## config.mk

```make
export PLATFORM = sky130hd
export DESIGN_NAME = alu_issue
export DESIGN_NICKNAME = d
export VERILOG_FILES = /design/src/rtl/alu_pkg.sv /design/src/rtl/alu_op_decode.sv /design/src/rtl/alu_issue.sv
export SDC_FILE = /design/constraint.sdc
export NUM_CORES = 1
export LEC_CHECK = 0
export ABC_CLOCK_PERIOD_IN_PS = 3700
export CAP_MARGIN = 20
export CORE_MARGIN = 3
export CORE_UTILIZATION = 48
export CTS_BUF_LIST = sky130_fd_sc_hd__clkbuf_8
export DETAILED_ROUTE_END_ITERATION = 10
export PLACE_DENSITY = 0.82
export REMOVE_ABC_BUFFERS = 1
export SLEW_MARGIN = 15
export SYNTH_ARGS = -nofsm -noshare
export SYNTH_HDL_FRONTEND = slang
export SYNTH_HIERARCHICAL = 1
export SYNTH_SLANG_ARGS = --single-unit
```

## constraint.sdc

```tcl
create_clock -name clk -period 3.7 [get_ports clk]
set_clock_uncertainty 0.15 [all_clocks]
set_input_delay 0.74 -clock clk [delete_from_list [all_inputs] [get_ports clk]]
set_output_delay 0.74 -clock clk [all_outputs]
set_load 0.05 [all_outputs]
```

## src/rtl/alu_pkg.sv

```systemverilog
`default_nettype none
// +----------------------------------------------------------------------------+
// | Package   : alu_pkg                                                        |
// | Purpose   : Shared constants and types for the ALU issue stage: ALU        |
// |             control codes, RV64 opcode/funct constants and the buffer      |
// |             entry type that holds one {a, b, ctrl, illegal} triple.        |
// | Revision  : 1.0 - initial release                                          |
// +----------------------------------------------------------------------------+
package alu_pkg;

  // ALU control codes consumed by the execute ALU
  localparam logic [1:0] ALU_AND = 2'b00;
  localparam logic [1:0] ALU_OR  = 2'b01;
  localparam logic [1:0] ALU_ADD = 2'b10;
  localparam logic [1:0] ALU_SUB = 2'b11;

  // Major opcodes handled by the issue decoder
  localparam logic [6:0] OP_R      = 7'b0110011;
  localparam logic [6:0] OP_I      = 7'b0010011;
  localparam logic [6:0] OP_LOAD   = 7'b0000011;
  localparam logic [6:0] OP_STORE  = 7'b0100011;
  localparam logic [6:0] OP_BRANCH = 7'b1100011;

  // funct7 values: base integer ops and the alternate (SUB) encoding
  localparam logic [6:0] F7_BASE = 7'b0000000;
  localparam logic [6:0] F7_ALT  = 7'b0100000;

  // funct3 values
  localparam logic [2:0] F3_ADD = 3'b000;
  localparam logic [2:0] F3_OR  = 3'b110;
  localparam logic [2:0] F3_AND = 3'b111;
  localparam logic [2:0] F3_BEQ = 3'b000;
  localparam logic [2:0] F3_BNE = 3'b001;

  // Entry operands are sized for the 64-bit ALU; narrower XLEN builds
  // zero-extend into the entry and slice back out.
  localparam int unsigned ENTRY_W = 64;

  typedef struct packed {
    logic [ENTRY_W-1:0] a;
    logic [ENTRY_W-1:0] b;
    logic [1:0]         ctrl;
    logic               illegal;
  } alu_issue_t;

  // Value held by the buffer registers out of reset
  localparam alu_issue_t ENTRY_RESET = '{a: '0, b: '0, ctrl: ALU_ADD, illegal: 1'b0};

endpackage
`default_nettype wire

```

## src/rtl/alu_op_decode.sv

```systemverilog
`default_nettype none
// +----------------------------------------------------------------------------+
// | Module    : alu_op_decode                                                  |
// | Purpose   : Combinational decode of a raw RV64 instruction word into the   |
// |             2-bit ALU control code, the operand-B select and an illegal    |
// |             flag. Illegal encodings report ctrl = ADD, use_imm = 0.        |
// | Ports     : instr   (in, 32)  raw instruction word                         |
// |             ctrl    (out, 2)  ALU control code                             |
// |             use_imm (out, 1)  1: operand B is the immediate, 0: rs2        |
// |             illegal (out, 1)  encoding not supported by this stage         |
// | Revision  : 1.0 - initial release                                          |
// +----------------------------------------------------------------------------+
module alu_op_decode
  import alu_pkg::*;
(
  input  logic [31:0] instr,
  output logic [1:0]  ctrl,
  output logic        use_imm,
  output logic        illegal
);

  logic [6:0] opcode;
  logic [2:0] funct3;
  logic [6:0] funct7;
  logic       unused_fields;

  assign opcode = instr[6:0];
  assign funct3 = instr[14:12];
  assign funct7 = instr[31:25];

  // Register specifiers are resolved upstream; only the op fields matter here.
  assign unused_fields = ^{instr[24:15], instr[11:7]};

  always_comb begin
    ctrl    = ALU_ADD;
    use_imm = 1'b0;
    illegal = 1'b0;
    case (opcode)
      OP_R: begin
        if (funct7 == F7_BASE) begin
          case (funct3)
            F3_ADD:  ctrl = ALU_ADD;
            F3_AND:  ctrl = ALU_AND;
            F3_OR:   ctrl = ALU_OR;
            default: illegal = 1'b1;
          endcase
        end else if (funct7 == F7_ALT && funct3 == F3_ADD) begin
          ctrl = ALU_SUB;
        end else begin
          illegal = 1'b1;
        end
      end
      OP_I: begin
        case (funct3)
          F3_ADD: begin
            ctrl    = ALU_ADD;
            use_imm = 1'b1;
          end
          F3_AND: begin
            ctrl    = ALU_AND;
            use_imm = 1'b1;
          end
          F3_OR: begin
            ctrl    = ALU_OR;
            use_imm = 1'b1;
          end
          default: illegal = 1'b1;
        endcase
      end
      // Address generation: base + offset for every width
      OP_LOAD, OP_STORE: begin
        ctrl    = ALU_ADD;
        use_imm = 1'b1;
      end
      // Equality compare is done as rs1 - rs2 and tested for zero downstream
      OP_BRANCH: begin
        if (funct3 == F3_BEQ || funct3 == F3_BNE) begin
          ctrl = ALU_SUB;
        end else begin
          illegal = 1'b1;
        end
      end
      default: illegal = 1'b1;
    endcase
  end

endmodule
`default_nettype wire

```

## src/rtl/alu_issue.sv

```systemverilog
`default_nettype none
// +----------------------------------------------------------------------------+
// | Module    : alu_issue                                                      |
// | Purpose   : Issue stage in front of the 64-bit execute ALU. Decodes the    |
// |             instruction, selects operand B and registers the resulting     |
// |             {ctrl, A, B} triple through a 2-entry skid buffer.             |
// | Ports     : clk, rst_n (sync, active-low), flush                           |
// |             in_valid/in_ready, in_instr[31:0], in_rs1/in_rs2/in_imm[XLEN]  |
// |             out_valid/out_ready, out_a/out_b[XLEN], out_ctrl[1:0],         |
// |             out_illegal                                                    |
// | Config    : ALU_ISSUE_ILLEGAL_TRAP_EN - when defined, illegal encodings    |
// |             are enqueued flagged (ctrl=ADD, B=0); otherwise they are       |
// |             accepted and dropped and out_illegal is tied low.              |
// | Revision  : 1.0 - initial release                                          |
// +----------------------------------------------------------------------------+
module alu_issue
  import alu_pkg::*;
#(
  parameter int XLEN = 64
) (
  input  logic            clk,
  input  logic            rst_n,
  input  logic            flush,
  input  logic            in_valid,
  output logic            in_ready,
  input  logic [31:0]     in_instr,
  input  logic [XLEN-1:0] in_rs1,
  input  logic [XLEN-1:0] in_rs2,
  input  logic [XLEN-1:0] in_imm,
  output logic            out_valid,
  input  logic            out_ready,
  output logic [XLEN-1:0] out_a,
  output logic [XLEN-1:0] out_b,
  output logic [1:0]      out_ctrl,
  output logic            out_illegal
);

  localparam logic [1:0] ST_EMPTY = 2'd0;
  localparam logic [1:0] ST_ONE   = 2'd1;
  localparam logic [1:0] ST_TWO   = 2'd2;

`ifdef ALU_ISSUE_ILLEGAL_TRAP_EN
  localparam logic TRAP_EN = 1'b1;
`else
  localparam logic TRAP_EN = 1'b0;
`endif

  logic [1:0] state_q, state_d;
  alu_issue_t head_q, head_d;
  alu_issue_t skid_q, skid_d;
  logic       in_ready_q, in_ready_d;
  logic       out_valid_q, out_valid_d;

  logic [1:0] dec_ctrl;
  logic       dec_use_imm;
  logic       dec_illegal;
  alu_issue_t new_entry;
  logic       enq;
  logic       deq;

  alu_op_decode u_decode (
    .instr   (in_instr),
    .ctrl    (dec_ctrl),
    .use_imm (dec_use_imm),
    .illegal (dec_illegal)
  );

  // Build the entry for the offered instruction. Illegal entries carry
  // ctrl = ADD (from the decoder) and B = 0.
  always_comb begin
    new_entry.a       = ENTRY_W'(in_rs1);
    new_entry.b       = dec_illegal ? '0 :
                        (dec_use_imm ? ENTRY_W'(in_imm) : ENTRY_W'(in_rs2));
    new_entry.ctrl    = dec_ctrl;
    new_entry.illegal = TRAP_EN & dec_illegal;
  end

  // An accepted illegal instruction only occupies a slot when trapping is
  // enabled; otherwise the handshake completes and the entry is dropped.
  assign enq = in_valid & in_ready_q & ~flush & (TRAP_EN | ~dec_illegal);
  assign deq = out_valid_q & out_ready;

  always_comb begin
    state_d = state_q;
    head_d  = head_q;
    skid_d  = skid_q;
    if (flush) begin
      state_d = ST_EMPTY;
    end else begin
      case (state_q)
        ST_EMPTY: begin
          if (enq) begin
            head_d  = new_entry;
            state_d = ST_ONE;
          end
        end
        ST_ONE: begin
          if (enq && deq) begin
            head_d = new_entry;
          end else if (enq) begin
            skid_d  = new_entry;
            state_d = ST_TWO;
          end else if (deq) begin
            state_d = ST_EMPTY;
          end
        end
        ST_TWO: begin
          // in_ready is low here, so no enqueue can coincide
          if (deq) begin
            head_d  = skid_q;
            state_d = ST_ONE;
          end
        end
        default: state_d = ST_EMPTY;
      endcase
    end
    // Handshake flags are registered from the next state so that in_ready
    // has no combinational path from out_ready.
    in_ready_d  = (state_d != ST_TWO);
    out_valid_d = (state_d != ST_EMPTY);
  end

  always_ff @(posedge clk) begin
    if (!rst_n) begin
      state_q     <= ST_EMPTY;
      head_q      <= ENTRY_RESET;
      skid_q      <= ENTRY_RESET;
      in_ready_q  <= 1'b0;
      out_valid_q <= 1'b0;
    end else begin
      state_q     <= state_d;
      head_q      <= head_d;
      skid_q      <= skid_d;
      in_ready_q  <= in_ready_d;
      out_valid_q <= out_valid_d;
    end
  end

  assign in_ready  = in_ready_q;
  assign out_valid = out_valid_q;
  assign out_a     = head_q.a[XLEN-1:0];
  assign out_b     = head_q.b[XLEN-1:0];
  assign out_ctrl  = head_q.ctrl;

`ifdef ALU_ISSUE_ILLEGAL_TRAP_EN
  assign out_illegal = head_q.illegal;
`else
  logic unused_illegal;
  assign unused_illegal = head_q.illegal;
  assign out_illegal    = 1'b0;
`endif

endmodule
`default_nettype wire

```

# Word-level counts from Yosys, hierarchy flattened
# Index checks and enable logic that the tools add are counted.
op_classes:
  eq_ne: 15
  n_mux: 25
  n_bitwise: 7
  n_reduce_logical: 12
ops:
  columns: ["op", "count"]
  rows:
  - ["$mux W131", 3]
  - ["$pmux W131 S3", 1]
  - ["$mux W64", 2]
  - ["$eq A7 B6 Y1 const B", 3]
  - ["$mux W2", 7]
  - ["$pmux W2 S3", 2]
  - ["$ne A2 B2 Y1 const B", 4]
  - ["$eq A7 B2 Y1 const B", 1]
  - ["$eq A7 B5 Y1 const B", 1]
  - ["$eq A7 B7 Y1 const B", 1]
  - ["$logic_not A7 Y1", 1]
  - ["$mux W1", 7]
  - ["$eq A3 B3 Y1 const B", 2]
  - ["$reduce_and A5 Y1", 1]
  - ["$and A1 B1 Y1", 4]
  - ["$pmux W1 S4", 1]
  - ["$pmux W2 S2", 1]
  - ["$reduce_and A4 Y1", 1]
  - ["$eq A3 B1 Y1 const B", 1]
  - ["$logic_not A3 Y1", 1]
  - ["$not A1 Y1", 3]
  - ["$reduce_bool A3 Y1", 1]
  - ["$reduce_or A3 Y1", 1]
  - ["$eq A2 B1 Y1 const B", 1]
  - ["other kinds (7)", 8]
word_totals:
  ff_bits: 264
  in_bits: 229
  out_inout_bits: 133
  elab_cells: 68

# Depth between registers and ports, before layout
depth:
  ltp_word: 12
  mapped_depth: 10
  mapped_depth_nobuf: 7

# By module
# The synthesis kept the hierarchy.
by_module_without_submodules:
  columns: ["mod", "instances", "cells_each", "area_each_um2", "seq_area_each_um2"]
  rows:
  - ["alu_issue", 1, 1312, 11265.8, 5285.1]
  - ["alu_op_decode", 1, 27, 200.2, 0.0]

# Least setup slack after synthesis
# No wires, ideal clock.
synth_path:
  kind: "input -> register"
  from: "input in_instr[28]"
  to: "register head_q (netlist bit out_ctrl[1])"
  setup_ns: 0.120
  arrival_ns: 2.895
  required_ns: 3.430
  setup_slack_ns: 0.536
  path_stages: 9
  path_buffers: 2
  cell_sequence: "or4_4 o41ai_2 nand4_1 nand4bb_1 o32ai_4 buf_4 buf_2 nand3_1 o31a_1"
synth_via:
  elab_chain_cells: 10
  word_cells_on_any_way: 17
  classes_between: "eq/ne: 3; mux: 8; bitwise: 2; reduce/logical: 4"
synth_lines:
  columns: ["element", "line_no", "rtl"]
  rows:
  - ["from (decl)", "alu_issue.sv:26", "input logic [31:0] in_instr,"]
  - ["$eq A7 B6 Y1", "alu_op_decode.sv:47", "end else if (funct7 == F7_ALT && funct3 == F3_ADD) begin"]
  - ["$logic_and A1 B1 Y1", "alu_op_decode.sv:47", null]
  - ["$mux W1", "alu_op_decode.sv:47", null]
  - ["$mux W1 *", "alu_op_decode.sv:40", "if (funct7 == F7_BASE) begin"]
  - ["$pmux W1 S4 *", "alu_op_decode.sv:38", "case (opcode)"]
  - ["net dec_illegal", "alu_issue.sv:56", "logic dec_illegal;"]
  - ["$not A1 Y1 *", "alu_issue.sv:80", "assign enq = in_valid & in_ready_q & ~flush & (TRAP_EN | ~dec_illegal);"]
  - ["$and A1 B1 Y1 *", "alu_issue.sv:80", null]
  - ["$logic_and A1 B1 Y1", "alu_issue.sv:98", "if (enq && deq) begin"]
  - ["$ne A2 B2 Y1 (no line)", null, null]
  - ["$reduce_and A5 Y1 (no line) *", null, null]
  - ["to (signal assigned)", "alu_issue.sv:126", "head_q <= ENTRY_RESET;"]
  - ["to (signal assigned)", "alu_issue.sv:132", "head_q <= head_d;"]
  - ["to (decl)", "alu_issue.sv:49", "alu_issue_t head_q, head_d;"]
# The timed path passes the listed nets; every way through them passes the cells marked *. The select of a mux whose other input is x is not followed.
# A chain may end at the register's enable or synchronous reset.

# Worst setup path in the final report
layout_path:
  from: "input in_instr[28]"
  to: "register head_q (netlist bit out_a[27])"
# Same word-level chain as after synthesis.

==> out/results.txt <==
via total after detailed routing: 10.6k
share of cells above drive strength 1: 0.0671
Vias per Instance: 5.30
total power after layout: 5.70 mW
unrepaired setup endpoints after global routing: no
largest voltage drop on the vdd net: 277 uV
routed len/inst: 16.2 um
Area Growth Syn to Fin: 41.3%
setup-violating endpoint count in the final report: 0
first-pass GRT wire length: 51400 um
Die ar.: 25800 um^2
clock latency on the worst-skew pair: 520 ps
weighted congestion at the end of routability-driven global placement: 0.778
reg2reg end: out_a[53]
PostCTS Resize Cnt: 0
number of antenna-violating nets in the routed design: 0
final setup slack of the worst path: 271 ps
endpoint with the worst hold slack: skid_q[15]
Initial Util: 0.497
critical register-to-register path startpoint: state_q[1]
ANT cells: 0
stage delay of the slowest cell on the critical path: 560 ps
Max Clock Freq: 292 MHz
number of sinks handled by clock tree synthesis: 264
post-CTS setup buffers: 0
Lkg Pwr: 6.17 nW
final hold viol count: 0
fraction of the cycle the final worst path needs: 0.927
CTS tree: built
count of warnings emitted by yosys: 6
total iterations of the first detailed-routing run: 7
worst-path maximum fanout: 39
number of levels the H-tree was split into: 2
remaining routing DRC violations: 0
clock root buffer: sky130_fd_sc_hd__clkbuf_8
count of input and output buffers: 345
die width: 161 um
clock tree buffer depth: 3
FF-to-FF path depth: 4
final net count: 1885
worst slack at placement: -248 ps
sequential element share of the synthesized area: 0.461
Post-Route Setup TNS: 0 ps
cell-by-cell trace of the critical path: clkdlybuf4s50_1 > or4_4 > o41ai_2 > nand4_1 > nand4bb_1 > o32ai_4 > buf_4 > buf_12 > nor2_1 > a211oi_1
post-layout min period: 3430 ps
post-route cell area: 16200 um^2
Synth area leaders: sky130_fd_sc_hd__dfxtp_1, sky130_fd_sc_hd__mux2i_1, sky130_fd_sc_hd__a211oi_1, sky130_fd_sc_hd__nand2_1, sky130_fd_sc_hd__nor2_1
clock edge transition at the registers on the reported setup and hold paths: 60 ps
post-route worst hold slack: 302 ps
Top Ports: 362
fraction of post-synthesis cell area in the top cell type by area: 0.461
transition time at the pin with the least slew margin: 813 ps
final number of max-transition violations: 0
synthesized area: 11500 um^2
library cell occupying the most area in the post-synthesis netlist: sky130_fd_sc_hd__dfxtp_1
setup slack on the worst flop-to-flop path: 1530 ps
Setup crit end kind: flop
Core Footprint: 23100 um^2
synthesis-stage register bit count: 264
largest net degree at the start of global routing: 142
fraction of the core area covered by cells at the end of the flow: 0.703
total global routing overflow: 0
distinct cell type count of the synthesized netlist: 37
Slew Limit Headroom: 0.458
Avg Synthesized Cell Area: 8.56 um^2
pwr/cell area: 352 nW/um^2
final wirelength: 32400 um
element type at the critical path start: primary input
critical path start-end classification: in2reg
worst hold path cell count: 2
instance area at placement: 15400 um^2
final cell count without fillers: 1996
CTS Hold Bufs: 0
row count: 55
vias in the first global route: 10.4k
cell type of the slowest stage on the worst timing path: sky130_fd_sc_hd__or4_4
cells after synthesis: 1339
# placed instances: 1923
outcome: finished clean
Worst Path Required: 3970 ps
Iteration-0 DRC Markers: 519
die extent in y: 161 um
clock buffers created by TritonCTS: 44
Total GRT Usage: 0.238
post-detailed-placement half-perimeter wirelength: 22400 um
antenna violations before repair: 0
endpoint arrival time on the critical path: 3700 ps
origin of the worst min-delay path: skid_q[15]
Max-cap violations: 0
hold crit path type: reg2reg
[worst max-delay path: cells and delay by family]
family / cells / cell delay [ps]
and+or+nand+nor: 4 / 1150
AOI/OAI and AO/OA: 3 / 920
buffers and inverters: 3 / 880
[power breakdown]
part / switching (mW) / total, mW / internal (mW)
combinational: 0.171 / 0.430 / 0.259
sequential: 0.00260 / 2.85 / 2.85
clock: 1.11 / 2.42 / 1.31
[metal layers]
metal	global-route usage	wire (um)	up-vias
met5	0	0	-
met1	0.265	12500	4931
li1	-	-	5243
met4	0.0848	986	0
met3	0.0823	2790	74
met2	0.422	16100	339
[layout make-up]
class / instances / area, um^2
clock buffers: 54 / 743
well taps: 313 / 392
fillers: 1810 / 6850
clock inverters: 19 / 80.1
flip-flops and latches: 264 / 5290
repair buffers: 388 / 4000
inverters: 2 / 15.0
multi-input cells: 956 / 5680
[flip-flops by register name, indices dropped and copies added, names as in the netlist]
signal and count:
out_ctrl 2, in_ready 1, out_b 64, out_a 64
skid_q 130, out_valid 1, state_q 2
[Yosys cell counts]
| cell type | n |
|---|---|
| sky130_fd_sc_hd__buf_1 | 3 |
| sky130_fd_sc_hd__and4b_1 | 1 |
| sky130_fd_sc_hd__buf_4 | 9 |
| sky130_fd_sc_hd__nand2_1 | 260 |
| sky130_fd_sc_hd__nor3_1 | 4 |
| sky130_fd_sc_hd__nor4b_1 | 1 |
| sky130_fd_sc_hd__o41ai_2 | 1 |
| sky130_fd_sc_hd__nor4_1 | 1 |
| sky130_fd_sc_hd__a21oi_1 | 129 |
| sky130_fd_sc_hd__and4bb_2 | 2 |
| sky130_fd_sc_hd__o32ai_4 | 1 |
| sky130_fd_sc_hd__or3b_2 | 1 |
| sky130_fd_sc_hd__nand2b_1 | 2 |
| sky130_fd_sc_hd__a21boi_2 | 1 |
| sky130_fd_sc_hd__nand3_1 | 5 |
| sky130_fd_sc_hd__and3_1 | 1 |
| sky130_fd_sc_hd__a22oi_1 | 1 |
| sky130_fd_sc_hd__or4_4 | 1 |
| sky130_fd_sc_hd__nand3b_1 | 1 |
| sky130_fd_sc_hd__and3b_1 | 1 |
| sky130_fd_sc_hd__o32ai_1 | 1 |
| sky130_fd_sc_hd__inv_1 | 2 |
| sky130_fd_sc_hd__and2_1 | 2 |
| sky130_fd_sc_hd__a211oi_1 | 131 |
| sky130_fd_sc_hd__o31a_1 | 2 |
| sky130_fd_sc_hd__o21bai_1 | 1 |
| sky130_fd_sc_hd__nand4_1 | 2 |
| sky130_fd_sc_hd__o41ai_1 | 2 |
| sky130_fd_sc_hd__dfxtp_1 | 264 |
| sky130_fd_sc_hd__o22a_1 | 1 |
| sky130_fd_sc_hd__buf_2 | 44 |
| sky130_fd_sc_hd__clkbuf_1 | 61 |
| sky130_fd_sc_hd__conb_1 | 1 |
| sky130_fd_sc_hd__mux2i_1 | 197 |
| sky130_fd_sc_hd__nor2_1 | 200 |
| sky130_fd_sc_hd__nand4bb_1 | 1 |
| sky130_fd_sc_hd__o21ai_0 | 1 |
[worst max path at each step]
stage	startpoint	endpoint	slack (ps)	cells past startpoint
CTS	in_instr[28]	out_a[53]	300	10
finish	in_instr[28]	out_a[27]	270	10
global route	in_instr[28]	out_a[10]	120	10
global placement	in_instr[28]	out_a[13]	-170	10
detailed placement	in_instr[28]	out_a[27]	-250	10
floorplan	in_instr[14]	out_b[0]	-5520	7
[cells by family (layout without fill, tap and decap cells)]
logic type	count (synthesis)	count (layout)	share of synthesized area
compound gates	272	272	0.153
buf+inv	119	463	0.0467
flops	264	264	0.461
mux	197	197	0.172
other cells	1	1	0.000327
simple gates	486	486	0.167
[placed cells by master, fill, tap and decap left out, types with 2 or more instances in the layout]
master,Yosys,routed
sky130_fd_sc_hd__a21oi_1,129,129
sky130_fd_sc_hd__nand3_1,5,4
sky130_fd_sc_hd__nand2_1,260,260
sky130_fd_sc_hd__nor3_1,4,4
sky130_fd_sc_hd__buf_12,0,18
sky130_fd_sc_hd__buf_4,9,25
sky130_fd_sc_hd__clkbuf_8,0,54
sky130_fd_sc_hd__clkinv_2,0,3
sky130_fd_sc_hd__and4bb_2,2,2
sky130_fd_sc_hd__mux2i_1,197,197
sky130_fd_sc_hd__nor2_1,200,200
sky130_fd_sc_hd__and2_1,2,2
sky130_fd_sc_hd__o31a_1,2,2
sky130_fd_sc_hd__o41ai_1,2,2
sky130_fd_sc_hd__clkdlybuf4s50_1,0,345
sky130_fd_sc_hd__dfxtp_1,264,264
sky130_fd_sc_hd__a211oi_1,131,130
sky130_fd_sc_hd__inv_1,2,16
sky130_fd_sc_hd__nand4_1,2,2
Power figures use the tool's default switching activity.
